[config.mk]
export PLATFORM = sky130hd
export DESIGN_NAME = sl_tx_feeder
export DESIGN_NICKNAME = d
export VERILOG_FILES = /design/src/rtl/sl_pkg.sv /design/src/rtl/sl_sync_fifo.sv /design/src/rtl/sl_tx_feeder.sv
export SDC_FILE = /design/constraint.sdc
export NUM_CORES = 1
export LEC_CHECK = 0
export CORE_MARGIN = 2
export CORE_UTILIZATION = 53
export DETAILED_ROUTE_END_ITERATION = 8
export PLACE_DENSITY = 0.73
export SLEW_MARGIN = 20
export SYNTH_ARGS = -nofsm -noshare
export SYNTH_HDL_FRONTEND = slang
export SYNTH_SLANG_ARGS = --single-unit
[constraint.sdc]
create_clock -name clk -period 5.5 [get_ports clk]
set_clock_uncertainty 0.05 [all_clocks]
set_input_delay 1.1 -clock clk [delete_from_list [all_inputs] [get_ports clk]]
set_output_delay 1.1 -clock clk [all_outputs]
set_load 0.02 [all_outputs]
[src/rtl/sl_pkg.sv]
// rtl/sl_pkg.sv - shared types for the SL transmit feeder and its FIFO
package sl_pkg;

  typedef logic [1:0]  sl_mode_t;
  typedef logic [31:0] sl_word_t;

  // Mode sits above data so a packed entry reads as {mode, data}
  typedef struct packed {
    sl_mode_t mode;
    sl_word_t data;
  } sl_entry_t;

  typedef enum logic [1:0] {
    IDLE  = 2'd0,
    START = 2'd1,
    BUSY  = 2'd2
  } feeder_state_t;

endpackage

[src/rtl/sl_sync_fifo.sv]
// rtl/sl_sync_fifo.sv - single-clock FIFO with level count, first-word-fall-through head
module sl_sync_fifo
  import sl_pkg::*;
#(
  parameter int  DEPTH   = 8,
  parameter type entry_t = sl_entry_t,
  parameter int  AW      = $clog2(DEPTH),
  parameter int  LW      = $clog2(DEPTH) + 1
) (
  input  logic          clk,
  input  logic          reset,
  input  logic          push,
  input  entry_t        push_data,
  input  logic          pop,
  output entry_t        pop_data,
  output logic          full,
  output logic          empty,
  output logic [LW-1:0] level
);

  localparam logic [LW-1:0] LVL_FULL = LW'(DEPTH);
  localparam logic [LW-1:0] LVL_ONE  = LW'(1);
  localparam logic [AW-1:0] PTR_ONE  = AW'(1);

  entry_t        mem [DEPTH];
  logic [AW-1:0] wr_ptr;
  logic [AW-1:0] rd_ptr;
  logic          do_push;
  logic          do_pop;

  // Flags come from the registered level, so a push against a full FIFO is
  // refused even when a pop frees a slot on the same edge.
  assign full     = (level == LVL_FULL);
  assign empty    = (level == '0);
  assign do_push  = push && !full;
  assign do_pop   = pop && !empty;
  assign pop_data = mem[rd_ptr];

  // Pointer and occupancy bookkeeping; pointers wrap naturally at DEPTH
  always_ff @(posedge clk) begin
    if (reset) begin
      wr_ptr <= '0;
      rd_ptr <= '0;
      level  <= '0;
    end else begin
      if (do_push) wr_ptr <= wr_ptr + PTR_ONE;
      if (do_pop)  rd_ptr <= rd_ptr + PTR_ONE;
      case ({do_push, do_pop})
        2'b10:   level <= level + LVL_ONE;
        2'b01:   level <= level - LVL_ONE;
        default: level <= level;
      endcase
    end
  end

  // Storage array; contents need no reset because level gates every read
  always_ff @(posedge clk) begin
    if (do_push) mem[wr_ptr] <= push_data;
  end

endmodule

[src/rtl/sl_tx_feeder.sv]
// rtl/sl_tx_feeder.sv - buffers words and paces them into the SL transmitter
module sl_tx_feeder
  import sl_pkg::*;
#(
  parameter int DEPTH       = 8,
  parameter int GAP_CYCLES  = 4,
  parameter int ACK_TIMEOUT = 64
) (
  input  logic                   clk,
  input  logic                   reset,
  input  logic                   wr_en,
  input  logic [31:0]            wr_data,
  input  logic [1:0]             wr_mode,
  output logic                   full,
  output logic                   empty,
  output logic [$clog2(DEPTH):0] level,
  output logic [31:0]            tx_data,
  output logic [1:0]             tx_mode,
  output logic                   tx_enable,
  input  logic                   tx_ready,
  output logic                   overflow,
  output logic                   timeout,
  input  logic                   clr_err
);

  localparam logic [7:0]  GAP_LOAD  = 8'(GAP_CYCLES);
  localparam logic [15:0] TOUT_LOAD = 16'(ACK_TIMEOUT);

  feeder_state_t state, state_d;
  logic [7:0]    gap_cnt, gap_d;
  logic [15:0]   tout_cnt, tout_d;
  logic          tx_enable_d;
  sl_word_t      tx_data_d;
  sl_mode_t      tx_mode_d;
  logic          fifo_pop;
  logic          tout_evt;
  sl_entry_t     push_entry;
  sl_entry_t     head;

  assign push_entry = '{mode: wr_mode, data: wr_data};

  sl_sync_fifo #(
    .DEPTH   (DEPTH),
    .entry_t (sl_entry_t)
  ) u_fifo (
    .clk       (clk),
    .reset     (reset),
    .push      (wr_en),
    .push_data (push_entry),
    .pop       (fifo_pop),
    .pop_data  (head),
    .full      (full),
    .empty     (empty),
    .level     (level)
  );

  // Handshake sequencing: pace pops by the idle gap, then watch for acceptance
  always_comb begin
    state_d     = state;
    gap_d       = gap_cnt;
    tout_d      = tout_cnt;
    tx_enable_d = tx_enable;
    tx_data_d   = tx_data;
    tx_mode_d   = tx_mode;
    fifo_pop    = 1'b0;
    tout_evt    = 1'b0;
    case (state)
      IDLE: begin
        // A low tx_ready here just freezes the gap; nothing is popped
        if (tx_ready) begin
          if (gap_cnt != '0) begin
            gap_d = gap_cnt - 8'd1;
          end else if (!empty) begin
            fifo_pop    = 1'b1;
            tx_data_d   = head.data;
            tx_mode_d   = head.mode;
            tx_enable_d = 1'b1;
            tout_d      = TOUT_LOAD;
            state_d     = START;
          end
        end
      end
      START: begin
        if (!tx_ready) begin
          tx_enable_d = 1'b0;
          state_d     = BUSY;
        end else if (tout_cnt <= 16'd1) begin
          // Last allowed cycle expired: abandon the word
          tx_enable_d = 1'b0;
          tout_d      = '0;
          tout_evt    = 1'b1;
          gap_d       = GAP_LOAD;
          state_d     = IDLE;
        end else begin
          tout_d = tout_cnt - 16'd1;
        end
      end
      BUSY: begin
        if (tx_ready) begin
          gap_d   = GAP_LOAD;
          state_d = IDLE;
        end
      end
      default: state_d = IDLE;
    endcase
  end

  // State, counters and the word presented to the transmitter
  always_ff @(posedge clk) begin
    if (reset) begin
      state     <= IDLE;
      gap_cnt   <= GAP_LOAD;
      tout_cnt  <= '0;
      tx_enable <= 1'b0;
      tx_data   <= '0;
      tx_mode   <= '0;
    end else begin
      state     <= state_d;
      gap_cnt   <= gap_d;
      tout_cnt  <= tout_d;
      tx_enable <= tx_enable_d;
      tx_data   <= tx_data_d;
      tx_mode   <= tx_mode_d;
    end
  end

  // Sticky error flags; a new event in the clearing cycle keeps the flag set
  always_ff @(posedge clk) begin
    if (reset) begin
      overflow <= 1'b0;
      timeout  <= 1'b0;
    end else begin
      if (wr_en && full) overflow <= 1'b1;
      else if (clr_err)  overflow <= 1'b0;
      if (tout_evt)      timeout  <= 1'b1;
      else if (clr_err)  timeout  <= 1'b0;
    end
  end

endmodule

==> impl_metrics.toml <==
[critical_path]
critPathSlowestCell = "clkdlybuf4s50_1"
worst-path-buf-inv = 1
cp.arrival_ns = 2.25
start_kind = "flip-flop"
crit_path_cell_trace = "nor4_2 > clkdlybuf4s50_1"
crit_path_max_fanout = 6
cp_slowest_stage_delay_ns = 0.73
crit_family = "buffers and inverters"
end_kind = "output pin"
crit_required_ns = 4.35
path_class = "flip-flop to output pin"

[floorplan]
die_h_um = 164
initial_utilization = 0.537
die-width_um = 164
rows = 58
die-area_um2 = 26700
ioPinCount = 82
coreArea_um2 = 25100

[clock_network]
cts_max_path_buffers = 3
post_cts_resized = 0
holdBufCountCts = 0
clk_pin_slew_worst_paths_ns = 0.06
clock_latency_ns = 0.53
post-cts-setup-buffer-count = 0
ctsRootBufferMaster = "clkbuf_16"
clock-sinks = 345
cts_tree = "built"
ctsHtreeMaxLevel = 2
cts_made_buffers = 35

[timing]
slew-limit-headroom = 0.292
worst_pin_slew_ns = 1.06
setup_viol = 0
rsz0062_at_grt = "false"
max_freq_mhz = 294
hold_viol_final = 0
layout_min_cycle_time_ns = 3.40
timing.final.crit_share = 0.617
setup-tns-final_ns = 0
slew_violations = 0

[routing]
detail_route.first_pass.iterations = 5
routedWlPerCell_um = 21.6
ant_nets = 0
wirelength_mm = 26.5
first_iter_violations = 588
drc_errors = 0
vias_per_cell = 5.87
vias = 7196

[final_layout]
drive_above_1_share = 0.167
fin_nets = 920
fill_cells = 1792
layout.area.seq_um2 = 9640
area_delta_synth_final_pct = 17.0
layout_common_cells = "edfxtp_1, clkdlybuf4s50_1, dfxtp_1"
fin_util = 0.629
multi_input_area_um2 = 3660
mostFrequentLayoutCell = "edfxtp_1"

[logic_synthesis]
synth_top_area_cell = "edfxtp_1"
synth_area_leaders = "edfxtp_1, mux4_2, dfxtp_1"
synth.net_count = 831
synth.top_cell.area_share = 0.606
yosysUniqueCellTypes = 53
synth_top_family_by_area = "multiplexers"
synth_seq_cells = 345
async_reset_ff_frac = 0
yosysWarnings = 0
synthAdderAreaFrac = 0.0135
synthCells = 778
synthSimpleGateAreaFrac = 0.0564
synth_ff_type = "edfxtp_1"
synthXorXnorAreaFrac = 0.0110
synth-compound-area-share = 0.0464
synth_mux_area_frac = 0.140
synth_edf_count = 272
avgSynthCellArea_um2 = 17.3
syn_area_um2 = 13500
yosysSeqAreaShare = 0.714

[power_and_ir_drop]
p_int_mw = 4.43
p_clk_frac = 0.390
power_frac_seq = 0.519
vdd_drop_max_v = 0.000289
swShare = 0.228
pwr-share-comb = 0.091
power_density_nw_per_um2 = 363
p_leak_nw = 4.92
switchingPower_mw = 1.31

[place]
hpwl_mm = 14.3
globalplace.congestion = 0.789
portBuffers = 81

[global_routing]
antenna_found_initial = 0
gr-total-overflow = 0
grt_pass1_vias = 7447
grtUsageTotal = 0.205
grt_pass1_wl_mm = 41.3
grt_max_degree = 71

[worst_hold_path]
hp-class = "flip-flop to flip-flop"

[status]
status = "complete, no violations"

[run]
cap_violations = 0
## kinds of logic (layout without fill, tap and decap cells)
| logic type | count (synthesis) | count (layout) |
|---|---|---|
| buffers and inverters | 57 | 173 |
| multiplexers | 104 | 104 |
| AND/OR/NAND/NOR | 152 | 152 |
| adder cells (fa/ha/maj) | 14 | 14 |
| other | 0 | 2 |
| flip-flops | 345 | 345 |
| AO/OA/AOI/OAI | 89 | 89 |
| XOR/XNOR | 17 | 17 |
## worst register-to-register path: cells and delay by family, from the launching register on
family / cells / cell delay, ns
and+or+nand+nor: 4 / 1.38
adders and majority gates: 3 / 0.60
AOI/OAI and AO/OA: 3 / 0.47
DFF: 1 / 0.33
buffers and inverters: 1 / 0.10
xor gates and xnor gates: 1 / 0.09
## Yosys cell counts, drive strengths merged (13+ instances only)
cell and count:
a211oi 35, a21oi 20, buf 20, clkbuf 22, dfxtp 73, edfxtp 272, ha 13, inv 15
mux2i 36, mux4 68, nand2 15, nor2 69, xor2 14
## area by class of cell
cell class | count | share of cell area
Tap cell | 330 | 0.0262
Inverter | 15 | 0.00357
Timing Repair Buffer | 94 | 0.0572
Antenna cell | 2 | 0.000317
Clock buffer | 49 | 0.0614
Sequential cell | 345 | 0.611
Multi-Input combinational cell | 376 | 0.232
Clock inverter | 15 | 0.00840
## state kept, by name (all words and copies together) (netlist names)
signal / flops
tx_mode: 2
overflow: 1
state: 2
timeout: 1
tx_enable: 1
tx_data: 32
u_fifo.rd_ptr: 3
u_fifo.level: 4
gap_cnt: 8
u_fifo.wr_ptr: 3
u_fifo.mem: 272
tout_cnt: 16
## worst paths after layout
path,slack (ns),endpoint,cells past startpoint,startpoint
worst max-delay path,2.10,empty,2,u_fifo.level[0]
worst max register to register,2.38,u_fifo.level[3],12,gap_cnt[0]
worst min register to register,0.44,tx_enable,2,tx_enable
worst min-delay path,0.44,tx_enable,2,tx_enable
## per-layer routing
| metal | up-vias | global-route usage | share of wire |
|---|---|---|---|
| met4 | 0 | 0.0658 | 0.017 |
| li1 | 3269 | - | - |
| met1 | 3650 | 0.278 | 0.42 |
| met5 | - | 0 | 0 |
| met3 | 42 | 0.0325 | 0.062 |
| met2 | 235 | 0.344 | 0.51 |
## metrics by stage
step | cells | setup slack [ns] | hold WS (ns) | area, µm² | total power, mW
2_1_floorplan | 778 | 0.112 | 0.405 | 13500 | 3.36
3_3_place_gp | 1160 | 1.73 | 0.416 | 14700 | 3.53
3_5_place_dp | 1160 | 1.63 | 0.435 | 14700 | 3.55
4_1_cts | 1224 | 2.12 | 0.442 | 15800 | 5.77
5_1_grt | 1224 | 1.96 | 0.465 | 15800 | 5.94
6_report | 1226 | 2.10 | 0.441 | 15800 | 5.74
## power by group through the flow
stage | sequential (mW) | combinational, mW | clock [mW]
floorplan | 3.03 | 0.329 | 0
global placement | 3.02 | 0.510 | 0
detailed placement | 3.03 | 0.523 | 0
CTS | 2.98 | 0.526 | 2.27
global route | 2.99 | 0.576 | 2.38
finish | 2.98 | 0.524 | 2.24
(Power assumes the default switching activity.)
